===== src/rtl/alu_mc.sv =====
// Multi-cycle ALU: single-cycle logic/arith, iterative MUL and optional DIV.
// Define ALU_DIV_EN to build the restoring divider; otherwise SEL=6 is illegal.
module alu_mc #(
    parameter int WIDTH = 32,
    parameter int CNT_W = $clog2(WIDTH) + 1
) (
    input  logic             clk,
    input  logic             rst_n,
    input  logic             start,
    input  logic [3:0]       SEL,
    input  logic [WIDTH-1:0] X,
    input  logic [WIDTH-1:0] Y,
    output logic [WIDTH-1:0] R,
    output logic [WIDTH-1:0] HI,
    output logic             Z_flag,
    output logic             V_flag,
    output logic             DZ_flag,
    output logic             ERR,
    output logic             busy,
    output logic             done
);

    localparam logic [3:0] OP_ADD  = 4'd0;
    localparam logic [3:0] OP_SUB  = 4'd1;
    localparam logic [3:0] OP_AND  = 4'd2;
    localparam logic [3:0] OP_OR   = 4'd3;
    localparam logic [3:0] OP_SLT  = 4'd4;
    localparam logic [3:0] OP_MUL  = 4'd5;
    localparam logic [3:0] OP_DIV  = 4'd6;
    localparam logic [3:0] OP_NOR  = 4'd7;
    localparam logic [3:0] OP_SLTU = 4'd8;

    typedef enum logic {S_IDLE, S_RUN} state_t;

    state_t               state_q, state_d;
    logic [CNT_W-1:0]     cnt_q, cnt_d;
    logic [2*WIDTH-1:0]   acc_q, acc_d;
    logic [WIDTH-1:0]     opd_q, opd_d;
    logic [WIDTH-1:0]     r_q, r_d, hi_q, hi_d;
    logic                 z_q, z_d, v_q, v_d, dz_q, dz_d, err_q, err_d;
    logic                 done_q, done_d;

    logic [WIDTH-1:0]     sum, dif, s_r, s_hi;
    logic                 s_v, s_dz, s_err;
    logic                 long_op, last;
    logic [WIDTH:0]       mul_add;
    logic [2*WIDTH-1:0]   mul_nxt, step;

    assign sum  = X + Y;
    assign dif  = X - Y;
    assign last = (cnt_q == CNT_W'(WIDTH - 1));

    // Accumulator holds {partial product, remaining multiplier bits}
    assign mul_add = {1'b0, acc_q[2*WIDTH-1:WIDTH]}
                   + (acc_q[0] ? {1'b0, opd_q} : '0);
    assign mul_nxt = {mul_add, acc_q[WIDTH-1:1]};

`ifdef ALU_DIV_EN
    logic               div_q, div_d;
    logic [WIDTH:0]     div_sub;
    logic [2*WIDTH-1:0] div_nxt;

    // Accumulator holds {remainder, dividend bits shifting into quotient}
    assign div_sub = acc_q[2*WIDTH-1:WIDTH-1] - {1'b0, opd_q};
    assign div_nxt = div_sub[WIDTH] ? {acc_q[2*WIDTH-2:0], 1'b0}
                                    : {div_sub[WIDTH-1:0], acc_q[WIDTH-2:0], 1'b1};
    assign step    = div_q ? div_nxt : mul_nxt;
    assign long_op = (SEL == OP_MUL) || ((SEL == OP_DIV) && (Y != '0));
`else
    assign step    = mul_nxt;
    assign long_op = (SEL == OP_MUL);
`endif

    always_comb begin
        s_r   = '0;
        s_hi  = '0;
        s_v   = 1'b0;
        s_dz  = 1'b0;
        s_err = 1'b0;
        case (SEL)
            OP_ADD: begin
                s_r = sum;
                s_v = (X[WIDTH-1] == Y[WIDTH-1]) && (sum[WIDTH-1] != X[WIDTH-1]);
            end
            OP_SUB: begin
                s_r = dif;
                s_v = (X[WIDTH-1] != Y[WIDTH-1]) && (dif[WIDTH-1] != X[WIDTH-1]);
            end
            OP_AND:  s_r = X & Y;
            OP_OR:   s_r = X | Y;
            OP_NOR:  s_r = ~(X | Y);
            OP_SLT:  s_r = {{(WIDTH-1){1'b0}}, $signed(X) < $signed(Y)};
            OP_SLTU: s_r = {{(WIDTH-1){1'b0}}, X < Y};
`ifdef ALU_DIV_EN
            OP_DIV: begin
                s_r  = '1;
                s_hi = X;
                s_dz = 1'b1;
            end
`endif
            default: s_err = 1'b1;
        endcase
    end

    always_ff @(posedge clk) begin
        if (!rst_n) state_q <= S_IDLE;
        else        state_q <= state_d;
    end

    always_comb begin
        state_d = state_q;
        case (state_q)
            S_IDLE:  if (start && long_op) state_d = S_RUN;
            S_RUN:   if (last) state_d = S_IDLE;
            default: state_d = S_IDLE;
        endcase
    end

    always_comb begin
        busy = (state_q == S_RUN);
    end

    always_comb begin
        cnt_d  = cnt_q;
        acc_d  = acc_q;
        opd_d  = opd_q;
        r_d    = r_q;
        hi_d   = hi_q;
        z_d    = z_q;
        v_d    = v_q;
        dz_d   = dz_q;
        err_d  = err_q;
        done_d = 1'b0;
`ifdef ALU_DIV_EN
        div_d  = div_q;
`endif
        if (state_q == S_IDLE && start) begin
            if (long_op) begin
                acc_d = {{WIDTH{1'b0}}, X};
                opd_d = Y;
                cnt_d = '0;
`ifdef ALU_DIV_EN
                div_d = (SEL == OP_DIV);
`endif
            end else begin
                r_d    = s_r;
                hi_d   = s_hi;
                z_d    = (s_r == '0);
                v_d    = s_v;
                dz_d   = s_dz;
                err_d  = s_err;
                done_d = 1'b1;
            end
        end else if (state_q == S_RUN) begin
            acc_d = step;
            cnt_d = cnt_q + CNT_W'(1);
            if (last) begin
                r_d    = step[WIDTH-1:0];
                hi_d   = step[2*WIDTH-1:WIDTH];
                z_d    = (step[WIDTH-1:0] == '0);
                v_d    = 1'b0;
                dz_d   = 1'b0;
                err_d  = 1'b0;
                done_d = 1'b1;
            end
        end
    end

    always_ff @(posedge clk) begin
        if (!rst_n) begin
            cnt_q  <= '0;
            acc_q  <= '0;
            opd_q  <= '0;
            r_q    <= '0;
            hi_q   <= '0;
            z_q    <= 1'b1;
            v_q    <= 1'b0;
            dz_q   <= 1'b0;
            err_q  <= 1'b0;
            done_q <= 1'b0;
`ifdef ALU_DIV_EN
            div_q  <= 1'b0;
`endif
        end else begin
            cnt_q  <= cnt_d;
            acc_q  <= acc_d;
            opd_q  <= opd_d;
            r_q    <= r_d;
            hi_q   <= hi_d;
            z_q    <= z_d;
            v_q    <= v_d;
            dz_q   <= dz_d;
            err_q  <= err_d;
            done_q <= done_d;
`ifdef ALU_DIV_EN
            div_q  <= div_d;
`endif
        end
    end

    assign R       = r_q;
    assign HI      = hi_q;
    assign Z_flag  = z_q;
    assign V_flag  = v_q;
    assign DZ_flag = dz_q;
    assign ERR     = err_q;
    assign done    = done_q;

endmodule


===== config.mk =====
export PLATFORM = sky130hd
export DESIGN_NAME = alu_mc
export DESIGN_NICKNAME = d
export VERILOG_FILES = /design/src/rtl/alu_mc.sv
export SDC_FILE = /design/constraint.sdc
export NUM_CORES = 1
export LEC_CHECK = 0
export ABC_AREA = 1
export CAP_MARGIN = 25
export CORE_ASPECT_RATIO = 2
export CORE_MARGIN = 8
export CORE_UTILIZATION = 39
export CTS_CLUSTER_SIZE = 30
export DETAILED_ROUTE_END_ITERATION = 10
export GPL_TIMING_DRIVEN = 0
export SLEW_MARGIN = 20
export SYNTH_ARGS = -nofsm -noshare
export SYNTH_HDL_FRONTEND = slang
export SYNTH_SLANG_ARGS = --single-unit

===== constraint.sdc =====
create_clock -name clk -period 4 [get_ports clk]
set_clock_uncertainty 0.1 [all_clocks]
set_input_delay 0.8 -clock clk [delete_from_list [all_inputs] [get_ports clk]]
set_output_delay 0.8 -clock clk [all_outputs]
set_load 0.05 [all_outputs]

**Word-level counts from Yosys, hierarchy flattened**

Index checks and enable logic that the tools add are counted.

- Add/sub/neg operators: 4
- $mul: 0
- Divide/modulo/power cells: 0
- Magnitude comparators: 2
- Eq/ne operators: 14
- Shifts and indexed selects: 0
- Muxes and demuxes: 37
- Bitwise logic cells: 4
- Reduce and logical (&&, ||, !) cells: 13

Operators by type and width:

| kind | number |
|---|---|
| $mux 32 | 9 |
| $pmux 32 s7 | 1 |
| $mux 64 | 3 |
| $logic_not 32->1 | 2 |
| $lt 32x32->1 | 2 |
| $add 32x32->33 | 1 |
| $add 32x32->32 | 1 |
| $and 32x32->32 | 1 |
| $not 32->32 | 1 |
| $or 32x32->32 | 1 |
| $sub 32x32->32 | 1 |
| $mux 1 | 19 |
| $mux 6 | 3 |
| $eq 4x3->1 const B | 3 |
| $eq 4x2->1 const B | 2 |
| $reduce_or 7->1 | 1 |
| $add 6x1->6 const B | 1 |
| $eq 6x5->1 const B | 1 |
| $eq 4x1->1 const B | 1 |
| $eq 4x4->1 const B | 1 |
| $logic_and 1x1->1 | 4 |
| $logic_not 4->1 | 1 |
| $ne 2x2->1 const B | 2 |
| $pmux 1 s2 | 2 |
| 6 further kinds | 10 |

- Register bits: 172
- Bits in latches: 0
- Bits in writable memories: 0
- ROM bits: 0
- Input port bits: 71
- Output and inout port bits: 70
- Word-level logic and storage cells: 85
- Memories: 0

**Depth between registers and ports, before layout**

- Depth after elaboration: 6
- Mapped depth: 24

**Worst setup path after synthesis**

No wires, ideal clock.

- Path kind: register -> register
- Start point: register acc_q[0]
- End point: register hi_q[27] (netlist: HI[27])
- Data arrival time: 2.659 ns
- Setup slack: 1.121 ns
- Cell stages (with the launch flop): 20
- Buffers on the path: 2
- Period minus slack after synthesis: 2.879 ns
- Path through: dfxtp_1 -> clkbuf_1 -> clkbuf_1 -> nand2_1 -> inv_1 -> ha_1 -> fa_1 -> nand2_1 -> nand3_1 -> o21ai_0 -> o21ai_0 -> a21oi_1 -> inv_1 -> nand4_1 -> o211ai_1 -> nand2_1 -> nand2_1 -> or2_2 -> nand3_1 -> a21oi_1

- Longest elaborated chain between the ends: 5

Ends and longest elaborated chain:

| element | RTL line | RTL |
|---|---|---|
| start: declaration | 37 | `logic [2*WIDTH-1:0] acc_q, acc_d;` |
| start signal: assignment | 172 | `acc_q <= '0;` |
| start signal: assignment | 186 | `acc_q <= acc_d;` |
| $mux 32 | 55 | `+ (acc_q[0] ? {1'b0, opd_q} : '0);` |
| $add 32x32->33 | 55 |  |
| $mux 32 | 157 | `if (last) begin` |
| $mux 32 | 154 | `end else if (state_q == S_RUN) begin` |
| $mux 32 | 137 | `if (state_q == S_IDLE && start) begin` |
| end signal: assignment | 189 | `hi_q <= hi_d;` |
| end: declaration | 39 | `logic [WIDTH-1:0] r_q, r_d, hi_q, hi_d;` |

Every way passes these cells. The select of a mux whose other input is x is not followed.
A chain may end at the register's enable or synchronous reset.

**Worst setup path after layout**

- Start point: input X[10]
- End point: register z_q (netlist: Z_flag)

- Longest elaborated chain between the ends: 6
- Elaborated cells on any way between the ends: 11
- Those cells by class: add/sub: 2; order compare: 2; mux: 3; bitwise: 3; reduce/logical: 1

Ends and longest elaborated chain:

| element | RTL line | RTL |
|---|---|---|
| start: declaration | 11 | `input logic [WIDTH-1:0] X,` |
| branches (longest 2 deep; another with $sub 32x32->32) | - |  |
| $pmux 32 s7 * | 80 | `case (SEL)` |
| $logic_not 32->1 * | 148 | `z_d = (s_r == '0);` |
| $mux 1 * | 138 | `if (long_op) begin` |
| $mux 1 * | 137 |  |
| end signal: assignment | 190 | `z_q <= z_d;` |
| end: declaration | 40 | `logic z_q, z_d, v_q, v_d, dz_q, dz_d, err_q, err_d;` |

Mark *: on every way between the ends. The select of a mux whose other input is x is not followed.

==> impl_metrics.toml <==
[status]
status = "complete, no violations"

[die]
rows = 101
die_x_um = 155
coreArea_sq_um = 37900
io_pins = 141
start_util_pct = 39.6
die_h_um = 293
die_area_sq_um = 45400

[min_path]
min_delay_worst_endpoint = "opd_q[13]$_SDFFE_PN0P_"
hold_path.startpoint = "opd_q[13]$_SDFFE_PN0P_"
holdCritPathClass = "reg -> reg"
hold_depth = 2

[yosys]
yosysTopAreaCell = "dfxtp_1"
synth_edf_count = 0
async_flop_share_pct = 0
ys_warn_count = 0
ys_ff_latch = 171
synth.area.top_cells = "dfxtp_1 (23%), nand2_1 (16%), ha_1 (12%), inv_1 (8.8%), a21oi_1 (8.2%)"
synth_top_cell_area_share_pct = 22.8
netlist_area_sq_um = 15000
synth_area_per_cell_sq_um = 5.97
syn-num-nets = 2730
ys_types = 45
synthFlopType = "dfxtp_1"
ys_seq_area_share_pct = 22.8
syn_inst = 2510

[setup_path]
path_class = "in -> reg"
critPathLaunchType = "primary input"
cp_data_required_time_ns = 4.29
critical_path.max_fanout = 9
rrSetupSlack_ns = 0.21
arrival_ns = 4.16
worstSetupEndpointType = "flip-flop"
worst-r2r-cell-count = 17
r2r_end = "HI[29]$_SDFFE_PN0P_"
timing.rr.start = "acc_q[0]$_SDFFE_PN0P_"

[clock_tree]
clk_pin_slew_ns = 0.07
clock_latency_ns = 0.44
cts_tree = "done"
clockBufferDepth = 2
cts_setup_buffers = 0
htree_num_levels = 4
cts_hold_buf = 0
cts_root_buffer = "clkbuf_16"
cts_buffers = 17
cts.sinks = 171

[global_routing]
grt_max_degree = 18
antenna_found_initial = 0
grt_pass1_vias = 17600
grt_usage_pct = 31.3
grt_overflow_total = 0
grt_pass1_wl_um = 104000

[sta]
finalCritPeriodShare_pct = 96.8
maxSlewViolCount = 0
setup_viol = 0
rsz0062_at_grt = "no"
fin_crit_ns = 3.87
max_slew_margin_pct = 28.7
finalHoldViolCount = 0
tightest_slew_ns = 1.07
fmax_ghz = 0.258
holdWs_ns = 0.362

[power]
powerDensity_nw_per_um2 = 287
finalPower_uw = 5090
p_leak_uw = 0.00859
peakVddDrop_v = 0.000232

[finish]
final_net_count = 2888
syn2layout_area_growth_pct = 18.2
diodes = 0
drive_above_1_share_pct = 4.33

[routing]
first_pass_iters = 5
drc_errors = 0
via_per_inst = 5.55
drtIter0Drc = 1100
wl_um = 71600
detail-route-antenna-nets = 0
vias = 17400
routedWlPerCell_um = 22.8

[placed_design]
port_buffers = 139
gp_congestion = 1.02
dpl.hpwl_um = 60500

[job]
cap_viol_max_count = 0
layout by cell type (no fill, tap or decap), types with 4 or more instances in the layout:
cell and n:
a31oi_1 44, and2_1 5, o21ai_1 4, buf_6 4, o21bai_1 10, nor3_1 20, nand4_1 21, inv_1 350
a221oi_1 26, nand3_1 189, nand2_2 6, a21oi_1 243, clkdlybuf4s50_1 123, dlymetal6s2s_1 15, o221ai_1 4, nor2_1 240
clkbuf_16 17, inv_6 4, clkbuf_1 70, nand3b_1 7, or2_2 14, o21ai_0 175, ha_1 145, o22ai_1 18
nor4_1 8, buf_2 26, buf_1 5, nand2_1 644, dfxtp_1 171, nor2_2 10, nand3_2 6
per-layer routing:
metal	share of wire [%]	GRT usage, %	up-vias
met5	0	0	-
met2	53	59.9	653
met4	10	28.5	0
li1	-	-	8502
met1	33	28.0	8014
met3	3.9	3.65	269
cells by family after synthesis:
| logic type | share of synthesized area [%] |
|---|---|
| compound gates | 20.1 |
| xor+xnor | 0.175 |
| fa+ha+maj | 12.6 |
| buf+inv | 12.0 |
| flops | 22.8 |
| other cells | 0.0250 |
| simple gates | 32.3 |
layout make-up:
| type | instances | area, sq um |
|---|---|---|
| repair buffers | 140 | 1440 |
| clock inverters | 14 | 153 |
| fillers | 4196 | 20200 |
| inverters | 354 | 1330 |
| well taps | 463 | 579 |
| plain buffers | 109 | 478 |
| flip-flops and latches | 171 | 3420 |
| clock buffers | 18 | 439 |
| multi-input cells | 1875 | 9880 |
Yosys cell counts, drive strengths merged, types with 4 or more instances:
master	instances
a21oi	246
a221oi	26
a31oi	44
and2	5
buf	36
clkbuf	74
dfxtp	171
ha	146
inv	353
nand2	650
nand3	195
nand3b	7
nand4	21
nor2	253
nor3	21
nor4	8
o21ai	180
o21bai	10
o221ai	4
o22ai	18
or2	14
sequential cells by signal (all words and copies together), names as in the netlist:
register  count
ERR           1
HI           32
R            32
V_flag        1
Z_flag        1
acc_q        64
busy          1
cnt_q         6
done          1
opd_q        32
critical path, cell delays in order:
cell             delay, ns
clkdlybuf4s50_1       0.65
inv_1                 0.08
ha_1                  0.30
buf_2                 0.18
nand2_1               0.16
inv_1                 0.05
a21oi_1               0.34
nand3_2               0.30
nand2_1               0.17
nand3_1               0.08
nand3_1               0.12
nand2_1               0.16
nor2_4                0.20
nand4_1               0.17
nor2_1                0.12
nand2_1               0.08
nand2_1               0.07
nand2_1               0.06
nand2_1               0.07
where the power goes:
group / internal, uW / leakage (uW) / total, uW / switching, uW
combinational: 460 / 0.00691 / 1570 / 1110
sequential: 1770 / 0.00139 / 1820 / 47.3
clock: 900 / 0.000286 / 1700 / 799
metrics by stage:
stage               std cells  cell area [sq um]  setup TNS, ns  util (%)  worst slack [ns]
global route             3144              17700              0      46.7           0.00297
CTS                      3145              17600              0      46.4           0.00137
detailed placement       3113              17000          -7.37      44.8            -0.651
floorplan                2510              15000              0         -              1.12
global placement         3112              17000          -6.23      44.8            -0.677
finish                   3144              17700              0      46.7             0.130
worst max path at each step:
stage	start	endpoint	slack, ns
6_report	X[10]	Z_flag$_SDFFE_PN1P_	0.13
5_1_grt	Y[5]	Z_flag$_SDFFE_PN1P_	0.003
4_1_cts	Y[0]	Z_flag$_SDFFE_PN1P_	0.001
3_5_place_dp	Y[0]	Z_flag$_SDFFE_PN1P_	-0.65
3_3_place_gp	Y[0]	Z_flag$_SDFFE_PN1P_	-0.68
2_1_floorplan	acc_q[0]$_SDFFE_PN0P_	HI[27]$_SDFFE_PN0P_	1.12
repair_timing:
action / in CTS / in global routing
gates cloned: 0 / 0
pin swaps: 0 / 3
gates resized for setup: 10 / 43
endpoints found under the setup margin: 22 / 16
Power figures use the tool's default switching activity.
